<file path="config.mk">
export PLATFORM = sky130hd
export DESIGN_NAME = auth_resp_engine
export DESIGN_NICKNAME = d
export VERILOG_FILES = /design/src/rtl/auth_pkg.sv /design/src/rtl/auth_hdr_decode.sv /design/src/rtl/auth_resp_engine.sv
export SDC_FILE = /design/constraint.sdc
export NUM_CORES = 2
export LEC_CHECK = 0
export CAP_MARGIN = 20
export CORE_AREA = 2 2 596 598
export CTS_CLUSTER_SIZE = 20
export DETAILED_ROUTE_END_ITERATION = 8
export DIE_AREA = 0 0 598 600
export GPL_TIMING_DRIVEN = 1
export RECOVER_POWER = 100
export SKIP_LAST_GASP = 1
export SYNTH_ARGS = -nofsm -noshare
export SYNTH_HDL_FRONTEND = slang
export SYNTH_SLANG_ARGS = --single-unit
</file>
<file path="constraint.sdc">
create_clock -name clk -period 4.5 [get_ports clk]
set_clock_uncertainty 0.1 [all_clocks]
set_input_delay 0.9 -clock clk [delete_from_list [all_inputs] [get_ports clk]]
set_output_delay 0.9 -clock clk [all_outputs]
set_load 0.01 [all_outputs]
</file>
<file path="src/rtl/auth_pkg.sv">
// auth_pkg: shared definitions for the authentication response engine.
//   - request / response MessageType codes
//   - error codes carried in Param1 of an error response
//   - header geometry (byte width, byte count, total bits)
//   - one-hot FSM state encodings
package auth_pkg;

  localparam int HDR_BYTE_W = 8;
  localparam int HDR_BYTES  = 4;
  localparam int HDR_W      = HDR_BYTE_W * HDR_BYTES;

  // Request MessageTypes
  localparam logic [7:0] MT_REQ_DIGESTS   = 8'h81;
  localparam logic [7:0] MT_REQ_CERT      = 8'h82;
  localparam logic [7:0] MT_REQ_CHALLENGE = 8'h83;

  // Response MessageTypes (request type with bit 7 cleared)
  localparam logic [7:0] MT_RSP_DIGESTS   = 8'h01;
  localparam logic [7:0] MT_RSP_CERT      = 8'h02;
  localparam logic [7:0] MT_RSP_CHALLENGE = 8'h03;
  localparam logic [7:0] MT_RSP_ERROR     = 8'h7F;

  // Error codes
  localparam logic [7:0] ERR_NONE        = 8'h00;
  localparam logic [7:0] ERR_INVALID_REQ = 8'h01;
  localparam logic [7:0] ERR_UNSUPPORTED = 8'h02;
  localparam logic [7:0] ERR_BUSY        = 8'h03;
  localparam logic [7:0] ERR_UNSPECIFIED = 8'h04;

  typedef enum logic [4:0] {
    ST_IDLE      = 5'b00001,
    ST_DECODE    = 5'b00010,
    ST_BACKEND   = 5'b00100,
    ST_GEN_ERROR = 5'b01000,
    ST_SEND_MSG  = 5'b10000
  } state_t;

endpackage

</file>
<file path="src/rtl/auth_hdr_decode.sv">
// auth_hdr_decode: combinational header splitter and request validator.
// Ports:
//   hdr      in   32  captured header {ProtocolVersion, MessageType, Param1, Param2}
//   be_busy  in   1   backend busy flag, folded into the error decision
//   msg_type out  8   MessageType field
//   param1   out  8   Param1 field (slot index for cert/challenge requests)
//   err_code out  8   ERR_NONE when the request may go to the backend
module auth_hdr_decode
  import auth_pkg::*;
#(
  parameter logic [7:0] PROTO_VER = 8'h01,
  parameter int         NUM_SLOTS = 8
) (
  input  logic [HDR_W-1:0] hdr,
  input  logic             be_busy,
  output logic [7:0]       msg_type,
  output logic [7:0]       param1,
  output logic [7:0]       err_code
);

  localparam logic [7:0] SLOT_LIMIT = 8'(NUM_SLOTS);

  logic [7:0] proto_ver;
  logic [7:0] unused_param2;
  logic       is_req;
  logic       needs_slot;

  assign proto_ver     = hdr[31:24];
  assign msg_type      = hdr[23:16];
  assign param1        = hdr[15:8];
  assign unused_param2 = hdr[7:0];

  assign is_req     = (msg_type == MT_REQ_DIGESTS) || (msg_type == MT_REQ_CERT) ||
                      (msg_type == MT_REQ_CHALLENGE);
  assign needs_slot = (msg_type == MT_REQ_CERT) || (msg_type == MT_REQ_CHALLENGE);

  // Priority chain: only the first failing check reports.
  always_comb begin
    err_code = ERR_NONE;
    if (proto_ver != PROTO_VER) begin
      err_code = ERR_UNSUPPORTED;
    end else if (!is_req) begin
      err_code = ERR_INVALID_REQ;
    end else if (needs_slot && (param1 >= SLOT_LIMIT)) begin
      err_code = ERR_INVALID_REQ;
    end else if (be_busy) begin
      err_code = ERR_BUSY;
    end
  end

endmodule

</file>
<file path="src/rtl/auth_resp_engine.sv">
// auth_resp_engine: accepts an authentication request, validates its header,
// fetches the response payload from a backend (with timeout) or builds an
// error response, then holds the response until the initiator acknowledges.
// Ports:
//   clk, reset            clock, synchronous active-high reset
//   resp_req_in           request valid (sampled only in IDLE)
//   auth_msg_resp_in      request message, header in the top 32 bits
//   Ack_in                initiator consumed the response (used only while presenting)
//   resp_req_out          response valid, held until Ack_in
//   auth_msg_resp_out     response message {header, payload}
//   be_busy               backend cannot accept work
//   be_req                backend request level, held until be_ack or timeout
//   be_type, be_slot      MessageType and Param1[2:0] for the backend
//   be_ack                one-cycle pulse qualifying be_payload
//   be_payload            backend response payload
module auth_resp_engine
  import auth_pkg::*;
#(
  parameter int         MSG_LEN        = 512,
  parameter int         NUM_SLOTS      = 8,
  parameter int         TIMEOUT_CYCLES = 1024,
  parameter logic [7:0] PROTO_VER      = 8'h01
) (
  input  logic                  clk,
  input  logic                  reset,
  input  logic                  resp_req_in,
  input  logic [MSG_LEN-1:0]    auth_msg_resp_in,
  input  logic                  Ack_in,
  output logic                  resp_req_out,
  output logic [MSG_LEN-1:0]    auth_msg_resp_out,
  input  logic                  be_busy,
  output logic                  be_req,
  output logic [7:0]            be_type,
  output logic [2:0]            be_slot,
  input  logic                  be_ack,
  input  logic [MSG_LEN-33:0]   be_payload
);

  localparam int PAY_W = MSG_LEN - HDR_W;
  localparam int CNT_W = $clog2(TIMEOUT_CYCLES + 1);
  localparam logic [CNT_W-1:0] CNT_LAST = CNT_W'(TIMEOUT_CYCLES - 1);

  state_t             state_reg, state_next;
  logic [HDR_W-1:0]   req_hdr_reg, req_hdr_next;
  logic [7:0]         err_code_reg, err_code_next;
  logic [CNT_W-1:0]   cnt_reg, cnt_next;
  logic [MSG_LEN-1:0] resp_msg_reg, resp_msg_next;
  logic               be_req_reg, be_req_next;
  logic [7:0]         be_type_reg, be_type_next;
  logic [2:0]         be_slot_reg, be_slot_next;
  logic               resp_req_out_reg, resp_req_out_next;
  logic [MSG_LEN-1:0] msg_out_reg, msg_out_next;

  logic [7:0] dec_type;
  logic [7:0] dec_param1;
  logic [7:0] dec_err;
  logic       unused_req_payload;

  // Only the header of the request is meaningful to this block.
  assign unused_req_payload = ^auth_msg_resp_in[PAY_W-1:0];

  auth_hdr_decode #(
    .PROTO_VER (PROTO_VER),
    .NUM_SLOTS (NUM_SLOTS)
  ) u_hdr_decode (
    .hdr      (req_hdr_reg),
    .be_busy  (be_busy),
    .msg_type (dec_type),
    .param1   (dec_param1),
    .err_code (dec_err)
  );

  always_ff @(posedge clk) begin
    if (reset) begin
      state_reg        <= ST_IDLE;
      req_hdr_reg      <= '0;
      err_code_reg     <= ERR_NONE;
      cnt_reg          <= '0;
      resp_msg_reg     <= '0;
      be_req_reg       <= 1'b0;
      be_type_reg      <= '0;
      be_slot_reg      <= '0;
      resp_req_out_reg <= 1'b0;
      msg_out_reg      <= '0;
    end else begin
      state_reg        <= state_next;
      req_hdr_reg      <= req_hdr_next;
      err_code_reg     <= err_code_next;
      cnt_reg          <= cnt_next;
      resp_msg_reg     <= resp_msg_next;
      be_req_reg       <= be_req_next;
      be_type_reg      <= be_type_next;
      be_slot_reg      <= be_slot_next;
      resp_req_out_reg <= resp_req_out_next;
      msg_out_reg      <= msg_out_next;
    end
  end

  always_comb begin
    state_next        = state_reg;
    req_hdr_next      = req_hdr_reg;
    err_code_next     = err_code_reg;
    cnt_next          = cnt_reg;
    resp_msg_next     = resp_msg_reg;
    be_req_next       = be_req_reg;
    be_type_next      = be_type_reg;
    be_slot_next      = be_slot_reg;
    resp_req_out_next = resp_req_out_reg;
    msg_out_next      = msg_out_reg;

    case (state_reg)
      ST_IDLE: begin
        cnt_next = '0;
        if (resp_req_in) begin
          req_hdr_next = auth_msg_resp_in[MSG_LEN-1 -: HDR_W];
          state_next   = ST_DECODE;
        end
      end

      ST_DECODE: begin
        if (dec_err != ERR_NONE) begin
          err_code_next = dec_err;
          state_next    = ST_GEN_ERROR;
        end else begin
          be_req_next  = 1'b1;
          be_type_next = dec_type;
          be_slot_next = dec_param1[2:0];
          cnt_next     = '0;
          state_next   = ST_BACKEND;
        end
      end

      ST_BACKEND: begin
        // be_ack is checked first so an ack on the final cycle still wins.
        if (be_ack) begin
          be_req_next   = 1'b0;
          resp_msg_next = {PROTO_VER, dec_type & 8'h7F, dec_param1, 8'h00, be_payload};
          state_next    = ST_SEND_MSG;
        end else if (cnt_reg == CNT_LAST) begin
          be_req_next   = 1'b0;
          err_code_next = ERR_UNSPECIFIED;
          cnt_next      = cnt_reg + 1'b1;
          state_next    = ST_GEN_ERROR;
        end else begin
          cnt_next = cnt_reg + 1'b1;
        end
      end

      ST_GEN_ERROR: begin
        resp_msg_next = {PROTO_VER, MT_RSP_ERROR, err_code_reg, 8'h00, {PAY_W{1'b0}}};
        state_next    = ST_SEND_MSG;
      end

      ST_SEND_MSG: begin
        // First cycle loads the output registers; Ack_in only counts once
        // the response is actually being presented.
        if (!resp_req_out_reg) begin
          resp_req_out_next = 1'b1;
          msg_out_next      = resp_msg_reg;
        end else if (Ack_in) begin
          resp_req_out_next = 1'b0;
          msg_out_next      = '0;
          state_next        = ST_IDLE;
        end
      end

      default: begin
        state_next        = ST_IDLE;
        be_req_next       = 1'b0;
        resp_req_out_next = 1'b0;
        msg_out_next      = '0;
        cnt_next          = '0;
      end
    endcase
  end

  assign resp_req_out      = resp_req_out_reg;
  assign auth_msg_resp_out = msg_out_reg;
  assign be_req            = be_req_reg;
  assign be_type           = be_type_reg;
  assign be_slot           = be_slot_reg;

endmodule

</file>
==> key figures <==
Synth
  – Area leader, netlist: dfxtp_1
  – Synth top area share: 0.617
  – Most frequent cell after synthesis: dfxtp_1
  – Adder-cell share of the synthesized area: 0.000368
  – Mux cell area share after synthesis: 0.00147
  – Simple-Gate Fraction of Synth Area: 0.104
  – Top_reg_cell synth: dfxtp_1
  – Largest family of logic cells by synthesized area: compound AO/OA/AOI/OAI gates
  – Post-Syn Area: around 34000 sq um
  – Number of synthesized flops with an enable pin: 0
  – Compound-Gate Fraction of Synth Area: 0.231
  – Mapped Cells: around 3300
  – Synth Register Bits: between 1000 and 1500
  – Xor and xnor area share after synthesis: 0.000258
  – Async set-reset flop share out of synthesis: 0
  – Yosys Warn Count: 0
  – Synth unique cells: 45
  – Top cells by area, synth: dfxtp_1, a22o_1, nand2_1
  – Synthesized area per cell: a little over 10 sq um
  – Commonest cells in the netlist: dfxtp_1, nand2_1, a22o_1
  – Seq/Total Area, Yosys: 0.617

Floorplanning
  – I/O pin total: roughly 1500
  – Die X-Extent: about 600 um
  – Die footprint: roughly 360000 sq um
  – # rows: 218
  – Core Footprint: ~350000 sq um
  – Starting Density: 0.0966
  – Die H: 600 um

Critical path
  – CP Capture Type: flip-flop
  – Crit-path max FO: 67
  – CP peak stage delay: 1.21 ns
  – CP required: between 5 and 6 ns
  – Most frequent cell on the critical path: buf_12
  – Kind of critical path: in -> reg
  – CP Launch Type: input pin
  – CP max stage cell: clkbuf_2
  – Worst path cell trace: dlygate4sd3_1 -> and3b_1 -> and2_0 -> buf_12 -> clkbuf_2 -> buf_12 -> a22oi_1 -> nor2_1
  – WP data arrival: around 4.4 ns

GRT
  – Number of global-route vias before repair: between 20000 and 30000
  – Gr usage total: 0.106
  – GRT overflow: 0
  – Largest net degree at the start of global routing: around 140
  – First-pass GRT wire length: ~260 mm
  – Antenna violations before repair: 124

Pwr
  – Maximum vdd drop: about 0.00031 V
  – Static leakage: about 0.019 uW
  – Cell Pwr Density: around 400 nW/um^2

STA
  – Unrepaired setup endpoints after global routing: no
  – Final hold viol count: 0
  – Worst relative slew slack: -0.394
  – Period utilisation layout: 0.830
  – Peak Freq: roughly 270 MHz
  – Final number of setup-violating endpoints: 0
  – Setup ws final: 0.764 ns
  – Actual slew at the worst max-slew pin: 2.09 ns
  – Final min period: around 3.7 ns
  – Max-slew violations: just under 200
  – Setup TNS: 0 ns

Placement
  – Detailed placement HPWL: 159 mm
  – Final GP Congestion: 0.904
  – Worst slack at placement: ~0.95 ns
  – Port bufs: a little over 1000

Detailed routing
  – Routed len/inst: between 20 and 25 um
  – Drt pass-1 iters: 5
  – Post-route ant nets: 0
  – Drt drc: 0
  – Via count: ~30000
  – Starting DRT DRC Count: 2112
  – Final WL: ~200 mm
  – Via density per instance: ~3.3

Layout
  – Fraction of layout cells with a size suffix above 1: 0.0648
  – Area of the multi-input gates: 11500 sq um
  – Nets: around 5300
  – Fill count: just under 40000
  – P&R area growth vs syn: 57.3%
  – Area occupied by registers: between 20000 and 25000 sq um

Clocking
  – Clk buf depth: 4
  – TritonCTS clock tree: yes
  – Resized cells post-CTS: 0
  – # Post-CTS Setup Buffers: 0
  – Clk slew on worst S/H paths: ~0.060 ns
  – CTS Sinks: between 1000 and 1500
  – Skew-Pair Late Insertion Delay: between 0.8 and 0.9 ns
  – CTS Buf Count: approximately 120
  – H-tree lvl count: 3
  – CTS Root Cell: clkbuf_16
  – Hold_buf cts: 0

Hold path
  – Hold Crit Class: reg -> reg

Run status
  – Failing checks: max-capacitance violations, max-slew violations
  – Status: complete, but fails checks

Run
  – Max-cap viol count: 5
==> path summary, 6_finish.rpt <==
| check | startpoint | endpoint | slack [ns] | depth (start not counted) |
|---|---|---|---|---|
| setup / recovery | be_ack | resp_msg_reg[89]$_SDFFE_PP0P_ | 0.76 | 8 |
| hold / removal | resp_msg_reg[464]$_SDFFE_PP0P_ | auth_msg_resp_out[464]$_SDFFE_PP0P_ | 0.32 | 1 |
| setup reg to reg | state_reg[1]$_SDFFE_PP0P_ | auth_msg_resp_out[51]$_SDFFE_PP0P_ | 0.82 | 6 |
| hold reg to reg | resp_msg_reg[464]$_SDFFE_PP0P_ | auth_msg_resp_out[464]$_SDFFE_PP0P_ | 0.32 | 1 |
==> routing by layer <==
layer	up-vias	global-route usage	share of wire
met1	14300	0.107	0.35
met3	385	0.0592	0.13
met5	-	0	0.0030
met4	94	0.0512	0.052
met2	1410	0.177	0.47
li1	13700	-	-
==> power breakdown <==
part           total, uW  switching (uW)  internal, uW
sequential          9350            38.8          9310
combinational       1340             791           546
clock              10100            4240          5900
==> kinds of logic (layout without fill, tap and decap cells) <==
kind of cell	after synthesis	count (layout)
compound gates	1061	1061
xor+xnor	1	1
fa+ha+maj	1	1
buf+inv	306	1330
flops	1048	1048
mux	5	5
other cells	1	48
simple gates	888	888
==> critical path: cells and delay by family <==
family,cells,cell delay [ns]
AOI/OAI and AO/OA,1,0.16
buffers and inverters,4,2.46
and+or+nand+nor,3,0.72
==> metrics by stage <==
step | cell area (sq um) | utilization | total power, uW | hold WS (ns) | std cells
3_3_place_gp | 49500 | 0.141 | 10900 | 0.341 | 8751
4_1_cts | 53500 | 0.152 | 21100 | 0.277 | 8970
2_1_floorplan | 34100 | - | 10100 | 0.331 | 3326
6_report | 53500 | 0.152 | 20800 | 0.316 | 9002
3_5_place_dp | 49500 | 0.141 | 10900 | 0.347 | 8751
5_1_grt | 53500 | 0.152 | 21500 | 0.320 | 8986
==> layout make-up <==
| class | instances | area share |
|---|---|---|
| antenna | 32 | 0.00150 |
| clock buffer | 173 | 0.0652 |
| clock inverter | 46 | 0.0102 |
| inverter | 3 | 0.000211 |
| multi-input combinational | 1972 | 0.216 |
| sequential | 1048 | 0.392 |
| tap | 4620 | 0.108 |
| timing repair buffer | 1108 | 0.207 |
==> cell usage in the layout (no fill, tap or decap), types with 10 or more instances in the layout <==
master / n
clkbuf_1: 45
a21oi_1: 298
a22oi_1: 235
clkbuf_8: 22
conb_1: 16
dlygate4sd3_1: 510
clkbuf_16: 123
buf_4: 45
dfxtp_1: 1048
clkdlybuf4s50_1: 507
buf_12: 22
nor2_1: 256
clkinv_2: 19
diode_2: 32
nand2_1: 571
or4_1: 10
a22o_1: 497
No activity file was read; power rests on OpenSTA's default activity.
